**src/rtl/fp_seq_if.sv**
```systemverilog
// Signal bundle between the instruction control unit / F-PM and the F-state sequencer.
// The sequencer takes the slave view; the requester and F-PM side take the master view.
interface fp_seq_if;
  logic start;
  logic ff, af_sf, ad_sd, mw_mf, dw_df;
  logic fic, g, nz, di;
  logic f2_, f4_, f5_, f6_, f7_, f8_, f10_;
  logic f9, f13;
  logic strob_fp, strob2_fp;
  logic busy, done, err;

  modport master (
    output start, ff, af_sf, ad_sd, mw_mf, dw_df, fic, g, nz, di,
    input  f2_, f4_, f5_, f6_, f7_, f8_, f10_, f9, f13,
    input  strob_fp, strob2_fp, busy, done, err
  );

  modport slave (
    input  start, ff, af_sf, ad_sd, mw_mf, dw_df, fic, g, nz, di,
    output f2_, f4_, f5_, f6_, f7_, f8_, f10_, f9, f13,
    output strob_fp, strob2_fp, busy, done, err
  );
endinterface

```
**src/rtl/fp_seq.sv**
```systemverilog
// F-state sequencer for the F-PM microoperation unit: walks F2..F13 in three strobed phases.
// state | meaning: IDLE wait start; F2..F13 F-PM step (P0 settle, P1 strob_fp, P2 strob2_fp); END done pulse
module fp_seq #(
  parameter int PHASE_CYCLES = 1,
  parameter int LOOP_LIMIT   = 63
) (
  input logic     __clk,
  input logic     _0_f,
  fp_seq_if.slave io_fp
);
  typedef enum logic [3:0] {
    S_IDLE, S_F2, S_F4, S_F5, S_F6, S_F7, S_F8, S_F9, S_F10, S_F13, S_END
  } state_t;

  localparam logic [3:0] LP_CNT_LAST = 4'(PHASE_CYCLES - 1);
  localparam logic [5:0] LP_LIMIT    = 6'(LOOP_LIMIT);

  state_t     r_state, w_state_nxt, w_route;
  logic [1:0] r_phase, w_phase_nxt;
  logic [3:0] r_cnt, w_cnt_nxt;
  logic [5:0] r_pass, w_pass_nxt;
  logic       r_ff, r_af, r_mw, r_dw;
  logic       w_accept, w_abort, w_loop, w_busy_nxt;

  logic r_f2_, r_f4_, r_f5_, r_f6_, r_f7_, r_f8_, r_f10_, r_f9, r_f13;
  logic r_strob, r_strob2, r_busy, r_done, r_err;

  always_comb begin
    w_route = S_END;
    w_loop  = 1'b0;
    case (r_state)
      S_F2:  w_route = S_F4;
      S_F4:  w_route = r_af ? S_F5 : S_F6;
      S_F5:  w_route = io_fp.g ? S_F9 : S_F8;
      S_F8: begin
        w_route = io_fp.fic ? S_F6 : S_F8;
        w_loop  = !io_fp.fic;
      end
      S_F6:  w_route = S_F7;
      S_F7: begin
        w_loop  = (r_mw | r_dw) & !io_fp.fic;
        w_route = w_loop ? S_F6 : S_F9;
      end
      S_F9:  w_route = r_ff ? S_F10 : S_END;
      S_F10: begin
        w_loop  = io_fp.nz & !io_fp.fic;
        w_route = w_loop ? S_F10 : S_F13;
      end
      default: w_route = S_END;
    endcase
  end

  always_comb begin
    w_state_nxt = r_state;
    w_phase_nxt = r_phase;
    w_cnt_nxt   = r_cnt;
    w_pass_nxt  = r_pass;
    w_accept    = 1'b0;
    w_abort     = 1'b0;
    case (r_state)
      S_IDLE, S_END: begin
        w_state_nxt = S_IDLE;
        w_phase_nxt = 2'd0;
        w_cnt_nxt   = LP_CNT_LAST;
        if (io_fp.start) begin
          w_accept    = 1'b1;
          w_state_nxt = S_F2;
          w_pass_nxt  = '0;
        end
      end
      default: begin
        if (r_cnt != 4'd0) begin
          w_cnt_nxt = r_cnt - 4'd1;
        end else begin
          w_cnt_nxt = LP_CNT_LAST;
          if (r_phase != 2'd2) begin
            w_phase_nxt = r_phase + 2'd1;
          end else begin
            w_phase_nxt = 2'd0;
            // interrupt and hang both abort at the state boundary, never mid-strobe
            if (io_fp.di || (r_pass == LP_LIMIT)) begin
              w_state_nxt = S_END;
              w_abort     = 1'b1;
            end else begin
              w_state_nxt = w_route;
              if (w_loop) w_pass_nxt = r_pass + 6'd1;
            end
          end
        end
      end
    endcase
  end

  assign w_busy_nxt = (w_state_nxt != S_IDLE) && (w_state_nxt != S_END);

  always_ff @(posedge __clk) begin
    if (_0_f) begin
      r_state  <= S_IDLE;
      r_phase  <= 2'd0;
      r_cnt    <= LP_CNT_LAST;
      r_pass   <= '0;
      r_ff     <= 1'b0;
      r_af     <= 1'b0;
      r_mw     <= 1'b0;
      r_dw     <= 1'b0;
      r_f2_    <= 1'b1;
      r_f4_    <= 1'b1;
      r_f5_    <= 1'b1;
      r_f6_    <= 1'b1;
      r_f7_    <= 1'b1;
      r_f8_    <= 1'b1;
      r_f10_   <= 1'b1;
      r_f9     <= 1'b0;
      r_f13    <= 1'b0;
      r_strob  <= 1'b0;
      r_strob2 <= 1'b0;
      r_busy   <= 1'b0;
      r_done   <= 1'b0;
      r_err    <= 1'b0;
    end else begin
      r_state <= w_state_nxt;
      r_phase <= w_phase_nxt;
      r_cnt   <= w_cnt_nxt;
      r_pass  <= w_pass_nxt;
      if (w_accept) begin
        r_ff <= io_fp.ff;
        r_af <= io_fp.af_sf;
        r_mw <= io_fp.mw_mf;
        r_dw <= io_fp.dw_df;
      end
      // outputs follow the next state so they change together with it
      r_f2_    <= (w_state_nxt != S_F2);
      r_f4_    <= (w_state_nxt != S_F4);
      r_f5_    <= (w_state_nxt != S_F5);
      r_f6_    <= (w_state_nxt != S_F6);
      r_f7_    <= (w_state_nxt != S_F7);
      r_f8_    <= (w_state_nxt != S_F8);
      r_f10_   <= (w_state_nxt != S_F10);
      r_f9     <= (w_state_nxt == S_F9);
      r_f13    <= (w_state_nxt == S_F13);
      r_strob  <= w_busy_nxt && (w_phase_nxt == 2'd1);
      r_strob2 <= w_busy_nxt && (w_phase_nxt == 2'd2);
      r_busy   <= w_busy_nxt;
      r_done   <= (w_state_nxt == S_END);
      if (w_accept)     r_err <= 1'b0;
      else if (w_abort) r_err <= 1'b1;
    end
  end

  assign io_fp.f2_       = r_f2_;
  assign io_fp.f4_       = r_f4_;
  assign io_fp.f5_       = r_f5_;
  assign io_fp.f6_       = r_f6_;
  assign io_fp.f7_       = r_f7_;
  assign io_fp.f8_       = r_f8_;
  assign io_fp.f10_      = r_f10_;
  assign io_fp.f9        = r_f9;
  assign io_fp.f13       = r_f13;
  assign io_fp.strob_fp  = r_strob;
  assign io_fp.strob2_fp = r_strob2;
  assign io_fp.busy      = r_busy;
  assign io_fp.done      = r_done;
  assign io_fp.err       = r_err;
endmodule

```
**src/flat_wrapper.sv**
```systemverilog
// flat-port wrapper written by rule: the top's interface ports become plain ports
module fp_seq_flat 
#(
  parameter int PHASE_CYCLES = 1,
  parameter int LOOP_LIMIT   = 63
)
  (__clk, _0_f, io_fp_start, io_fp_ff, io_fp_af_sf, io_fp_ad_sd, io_fp_mw_mf, io_fp_dw_df, io_fp_fic, io_fp_g, io_fp_nz, io_fp_di, io_fp_f2_, io_fp_f4_, io_fp_f5_, io_fp_f6_, io_fp_f7_, io_fp_f8_, io_fp_f10_, io_fp_f9, io_fp_f13, io_fp_strob_fp, io_fp_strob2_fp, io_fp_busy, io_fp_done, io_fp_err);
  fp_seq_if io_fp_i ();
  input logic __clk;
  input logic _0_f;
  input wire logic [$bits(io_fp_i.start)-1:0] io_fp_start;
  input wire logic [$bits(io_fp_i.ff)-1:0] io_fp_ff;
  input wire logic [$bits(io_fp_i.af_sf)-1:0] io_fp_af_sf;
  input wire logic [$bits(io_fp_i.ad_sd)-1:0] io_fp_ad_sd;
  input wire logic [$bits(io_fp_i.mw_mf)-1:0] io_fp_mw_mf;
  input wire logic [$bits(io_fp_i.dw_df)-1:0] io_fp_dw_df;
  input wire logic [$bits(io_fp_i.fic)-1:0] io_fp_fic;
  input wire logic [$bits(io_fp_i.g)-1:0] io_fp_g;
  input wire logic [$bits(io_fp_i.nz)-1:0] io_fp_nz;
  input wire logic [$bits(io_fp_i.di)-1:0] io_fp_di;
  output wire logic [$bits(io_fp_i.f2_)-1:0] io_fp_f2_;
  output wire logic [$bits(io_fp_i.f4_)-1:0] io_fp_f4_;
  output wire logic [$bits(io_fp_i.f5_)-1:0] io_fp_f5_;
  output wire logic [$bits(io_fp_i.f6_)-1:0] io_fp_f6_;
  output wire logic [$bits(io_fp_i.f7_)-1:0] io_fp_f7_;
  output wire logic [$bits(io_fp_i.f8_)-1:0] io_fp_f8_;
  output wire logic [$bits(io_fp_i.f10_)-1:0] io_fp_f10_;
  output wire logic [$bits(io_fp_i.f9)-1:0] io_fp_f9;
  output wire logic [$bits(io_fp_i.f13)-1:0] io_fp_f13;
  output wire logic [$bits(io_fp_i.strob_fp)-1:0] io_fp_strob_fp;
  output wire logic [$bits(io_fp_i.strob2_fp)-1:0] io_fp_strob2_fp;
  output wire logic [$bits(io_fp_i.busy)-1:0] io_fp_busy;
  output wire logic [$bits(io_fp_i.done)-1:0] io_fp_done;
  output wire logic [$bits(io_fp_i.err)-1:0] io_fp_err;
  assign io_fp_i.start = io_fp_start;
  assign io_fp_i.ff = io_fp_ff;
  assign io_fp_i.af_sf = io_fp_af_sf;
  assign io_fp_i.ad_sd = io_fp_ad_sd;
  assign io_fp_i.mw_mf = io_fp_mw_mf;
  assign io_fp_i.dw_df = io_fp_dw_df;
  assign io_fp_i.fic = io_fp_fic;
  assign io_fp_i.g = io_fp_g;
  assign io_fp_i.nz = io_fp_nz;
  assign io_fp_i.di = io_fp_di;
  assign io_fp_f2_ = io_fp_i.f2_;
  assign io_fp_f4_ = io_fp_i.f4_;
  assign io_fp_f5_ = io_fp_i.f5_;
  assign io_fp_f6_ = io_fp_i.f6_;
  assign io_fp_f7_ = io_fp_i.f7_;
  assign io_fp_f8_ = io_fp_i.f8_;
  assign io_fp_f10_ = io_fp_i.f10_;
  assign io_fp_f9 = io_fp_i.f9;
  assign io_fp_f13 = io_fp_i.f13;
  assign io_fp_strob_fp = io_fp_i.strob_fp;
  assign io_fp_strob2_fp = io_fp_i.strob2_fp;
  assign io_fp_busy = io_fp_i.busy;
  assign io_fp_done = io_fp_i.done;
  assign io_fp_err = io_fp_i.err;
  fp_seq #(.PHASE_CYCLES(PHASE_CYCLES), .LOOP_LIMIT(LOOP_LIMIT)) u_core (.__clk(__clk), ._0_f(_0_f), .io_fp(io_fp_i));
endmodule
```
**config.mk**
```make
export PLATFORM = sky130hd
export DESIGN_NAME = fp_seq_flat
export DESIGN_NICKNAME = d
export VERILOG_FILES = /design/src/rtl/fp_seq_if.sv /design/src/rtl/fp_seq.sv /design/src/flat_wrapper.sv
export SDC_FILE = /design/constraint.sdc
export NUM_CORES = 1
export LEC_CHECK = 0
export ABC_AREA = 0
export CAP_MARGIN = 20
export CORE_UTILIZATION = 55
export DETAILED_ROUTE_END_ITERATION = 8
export DONT_BUFFER_PORTS = 1
export HOLD_SLACK_MARGIN = 0.02
export PLACE_DENSITY = 0.67
export SLEW_MARGIN = 20
export SYNTH_ARGS = -nofsm -noshare
export SYNTH_HDL_FRONTEND = slang
export SYNTH_SLANG_ARGS = --single-unit
```
**constraint.sdc**
```tcl
create_clock -name __clk -period 6.1 [get_ports __clk]
set_clock_uncertainty 0.05 [all_clocks]
set_input_delay 0.61 -clock __clk [delete_from_list [all_inputs] [get_ports __clk]]
set_output_delay 0.61 -clock __clk [all_outputs]
set_load 0.02 [all_outputs]
```
After elaboration in Yosys (flattened, before gate mapping)
Cells that the tools add are included.
{ "classes": {"bitwise": 4, "reduce_logical": 13, "mux": 28, "n_addsub": 3, "n_shift": 0, "order_cmp": 0, "mul": 0, "eq_ne": 28, "div_mod_pow": 0} }
{ "op_table": {"columns": ["cell", "count"], "rows": [
  ["2-to-1 mux 6 bit", 6],
  ["one-hot mux 4 bit (8 select lines)", 1],
  ["== test 4 x 3 -> 1 bit, second input constant", 5],
  ["== test 4 bit, second input constant", 4],
  ["2-to-1 mux 4 bit", 4],
  ["2-to-1 mux 2 bit", 6],
  ["inequality test 4 x 3 -> 1 bit, second input constant", 3],
  ["inequality test 2 bit, second input constant", 5],
  ["2-to-1 mux 1 bit", 9],
  ["== test 4 x 2 -> 1 bit, second input constant", 2],
  ["inequality test 4 x 2 -> 1 bit, second input constant", 2],
  ["inequality test 4 bit, second input constant", 2],
  ["nonzero test 4 bit", 2],
  ["adder 6 x 1 -> 6 bit, second input constant", 1],
  ["== test 6 bit, second input constant", 1],
  ["AND reduction 5 bit", 1],
  ["== test 4 x 1 -> 1 bit, second input constant", 1],
  ["logical NOT 4 bit", 1],
  ["inequality test 4 x 1 -> 1 bit, second input constant", 1],
  ["OR reduction 2 bit", 2],
  ["OR reduction 4 bit", 1],
  ["subtractor 4 x 1 -> 4 bit, second input constant", 1],
  ["logical AND 1 bit", 3],
  ["2-to-1 mux 3 bit", 1],
  ["10 further kinds", 11]
]} }
{ "totals": {"mem_bits_rw": 0, "input_bits": 12, "out_inout_bits": 14, "memories": 0, "latch_bits": 0, "regBits": 34, "mem_bits_ro": 0, "wordCells": 98} }

Depth between registers and ports, before layout
{ "logic_depth": {"ltp_word": 11, "ltp_mapped": 9, "ltp_nobuf": 7} }

Worst setup path after synthesis
Ideal clock, no wire load.
{ "synth_path": {"path_kind": "register to register", "start": "register u_core.r_cnt[0]", "end": "register u_core.r_busy, in the netlist u_core.io_fp.busy", "setup_slack_ns": 4.045, "synth_period_minus_slack_ns": 2.055, "setup_ns": 0.120, "path_stages_with_launch": 9, "required_time_ns": 5.930, "t_arrival_ns": 1.885, "n_path_buf": 1, "cell_sequence": "dfxtp_1 > inv_1 > ha_1 > or3b_1 > buf_6 > nor3_2 > a32oi_2 > a211o_1 > o31a_1"} }
{ "synth_between": {"elab_chain_cells": 5, "elab_cells_between_ends": 6, "classes_between": "eq/ne: 1; mux: 2; reduce/logical: 3"} }
{ "synth_rtl": {"columns": ["element", "line_no", "text"], "rows": [
  ["start: declaration", "fp_seq.sv:20", "logic [3:0] r_cnt, w_cnt_nxt;"],
  ["start signal: assignment", "fp_seq.sv:123", "r_cnt <= w_cnt_nxt;"],
  ["nonzero test 4 bit *", "fp_seq.sv:72", "if (r_cnt != 4'd0) begin"],
  ["2-to-1 mux 4 bit *", "fp_seq.sv:72", null],
  ["2-to-1 mux 4 bit *", "fp_seq.sv:60", "case (r_state)"],
  ["inequality test 4 bit / nonzero test 4 bit (equally long branches)", "fp_seq.sv:94", "assign w_busy_nxt = (w_state_nxt != S_IDLE) && (w_state_nxt != S_END);"],
  ["logical AND 1 bit *", "fp_seq.sv:94", null],
  ["end signal: assignment", "fp_seq.sv:143", "r_busy <= w_busy_nxt;"],
  ["end: declaration", "fp_seq.sv:26", "logic r_strob, r_strob2, r_busy, r_done, r_err;"]
]} }
Every way passes the cells marked *; elsewhere a longest branch is shown, timed or not.
A chain may end at the register's enable or synchronous reset.

Worst setup path in the final report
{ "layout_path": {"start": "register u_core.r_cnt[0]", "end": "register u_core.r_pass[3]"} }
{ "layout_between": {"elab_chain_cells": 3} }
{ "layout_rtl": {"columns": ["element", "line_no", "text"], "rows": [
  ["nonzero test 4 bit", "fp_seq.sv:72", null],
  ["inequality test 2 bit (no source line)", null, null],
  ["AND reduction 5 bit (no source line)", null, null],
  ["end signal: assignment", "fp_seq.sv:124", "r_pass <= w_pass_nxt;"],
  ["end: declaration", "fp_seq.sv:21", "logic [5:0] r_pass, w_pass_nxt;"]
]} }
Every way passes these cells.

==> out/metrics.cfg <==
[detailed_routing]
wl_met1_um = 1300
drt_iter0_markers = 48
drc = 0
wl_per_cell_um = 14.5
ant_nets = 0
wl_um = 2960
routed_via_density = 6.14
met3_length_um = 160
first_pass_iters = 4
route.top_layer_used = met4
wl_met2_um = 1420
vias = 1253

[run]
drv_cap = 0

[sta]
fin_crit_sh_pct = 38.0
maxSlewViolCount = 0
min_period_ns = 2.32
worst_pin_slew_ns = 0.626
rsz0062_at_grt = false
hold_violations = 0
setup_tns_ns = 0
setup_viol = 0
slew_headroom_pct = 57.7
timing.fmax_mhz = 431

[power]
intPower_mw = 0.332
p_leak_nw = 0.624
power_mw = 0.421
power.share.combinational_pct = 5.6
pwr-share-clk_pct = 38.9
switchingPower_mw = 0.0887
vdd_drop_max_v = 0.000206
pwr-share-seq_pct = 55.4
powerDensity_nw_per_um2 = 250
switching_share_pct = 21.1

[synthesis]
syn_nets = 189
synth_ff_type = dfxtp_1
synth_xor_area_share_pct = 2.67
postSynthAreaPerCell_um2 = 9.37
synthSimpleGateAreaFrac_pct = 27.1
yosys_warnings = 0
synth_top_cell_area_share_pct = 41.5
synth_mux_area_share_pct = 2.44
synthArstFlopShare_pct = 0
netlist_area_um2 = 1640
synth_compound_area_share_pct = 17.8
yosysMostFrequentCell = dfxtp_1
syn_inst = 175
ys_top_cells_by_area = dfxtp_1, nor2_1, a21oi_1
ys_types = 55
synth_top_family_by_area = simple AND/OR/NAND/NOR gates
synth_top_cell_by_area = dfxtp_1
yosysSeqAreaShare_pct = 41.5
synth_common_cells = dfxtp_1, nor2_1, a21oi_1
synth-edff-count = 0
synth-seq-cells = 34
synthAdderAreaFrac_pct = 1.53

[floorplanning]
start_util_pct = 59.0
die-area_um2 = 3200
fp.dieW_um = 56.6
die_h_um = 56.6
num_rows = 19
ioPinCount = 26
core_um2 = 2780

[outcome]
status = finished, final reports clean

[worst_setup_path]
critPathMaxFanout = 12
worst_setup_path_start_kind = flip-flop
cp.arrival_ns = 2.53
setup.worst_path.class = flip-flop to flip-flop
critPathCaptureType = flip-flop
cp.required_ns = 6.31

[clocking]
holdBufCountCts = 0
clock-sinks = 34
cts_tree = done
cts.htree.levels = 2
cts_made_buffers = 5
clock_path_buffers = 2
cts_setup_buffers = 0
cts_resized = 0
clock_latency_ns = 0.32
cts_root_buffer = clkbuf_4
cts.reportedPaths.clkPinSlew_ns = 0.10

[hold_path]
hold_path_class = primary input to flip-flop

[cells_and_area]
nFillCells = 247
multiInputGateArea_um2 = 846
seq_area_um2 = 681
syn_to_final_growth_pct = 2.44
nets = 187
drive_gt1_share_pct = 15.0
antennaDiodeCount = 0

[grt]
grt_pass1_vias = 1169
gr-total-overflow = 0
grt_pass1_wl_um = 5180
grt_max_degree = 16
track_usage_pct = 21.1
antenna_found_initial = 0

[place]
dpl.hpwl_um = 2190
place_congestion = 0.813
port_buffers = 0

power groups by stage:
stage	clock (mW)	combinational [mW]	sequential (mW)
6_report	0.164	0.0237	0.233
5_1_grt	0.179	0.0268	0.234
4_1_cts	0.170	0.0235	0.233
3_5_place_dp	0	0.0234	0.238
3_3_place_gp	0	0.0229	0.238
2_1_floorplan	0	0.0231	0.236
cell families after synthesis:
family / Yosys count
AOI/OAI and AO/OA: 41
muxes: 4
xor gates and xnor gates: 5
and+or+nand+nor: 71
buffers and inverters: 18
DFF: 34
adders and majority gates: 2
final timing paths:
path                       end  cells past startpoint             from  slack, ns
max           u_core.r_pass[3]                      7  u_core.r_cnt[0]       3.78
min          u_core.io_fp.done                      1             _0_f       0.29
max reg2reg   u_core.r_pass[3]                      7  u_core.r_cnt[0]       3.78
min reg2reg    u_core.r_cnt[0]                      1  u_core.r_cnt[0]       0.39
metrics by stage:
step | setup slack [ns] | instances | area (um2) | hold WS [ns] | utilization (%)
finish | 3.78 | 204 | 1680 | 0.294 | 60.4
global route | 3.57 | 204 | 1680 | 0.266 | 60.4
CTS | 3.76 | 204 | 1680 | 0.276 | 60.4
detailed placement | 3.76 | 197 | 1600 | 0.380 | 57.5
global placement | 3.80 | 197 | 1600 | 0.374 | 57.5
floorplan | 4.04 | 175 | 1640 | 0.363 | -
worst max-delay path, stage by stage, from the launching register on:
cell       delay [ns]
dfxtp_1          0.33
inv_1            0.05
ha_1             0.17
or3b_1           0.54
nor2_8           0.21
o2111ai_2        0.25
or3_2            0.52
a21oi_1          0.14
placed cells by master, fill, tap and decap left out, drive strengths merged, types with 2 or more instances in the layout:
master	instances
a21o	2
a21oi	14
a31oi	3
and3	4
and4b	2
clkbuf	6
dfxtp	34
ha	2
inv	9
mux2i	4
nand2	6
nand3	6
nand4	4
nand4b	3
nor2	20
nor2b	2
nor3	6
o21ai	8
o311ai	2
or2	3
or3	4
or3b	2
xnor2	3
xor2	2
layer usage:
layer | up-vias | track usage [%]
li1 | 629 | -
met1 | 585 | 24.5
met2 | 29 | 34.8
met3 | 10 | 7.37
met4 | 0 | 9.76
met5 | - | 0
state kept, by name, summed over array words and instances (netlist names), 2 cells and up:
name	count
u_core.r_cnt	4
u_core.r_state	4
u_core.r_phase	2
u_core.r_pass	6
area by class of cell:
type                    instances  share of cell area, %
flip-flops and latches         34                   40.5
clock inverters                 1                   1.79
clock buffers                   6                   3.05
multi-input cells             123                   50.3
inverters                       9                   2.01
well taps                      31                   2.31
(Power assumes the default switching activity.)
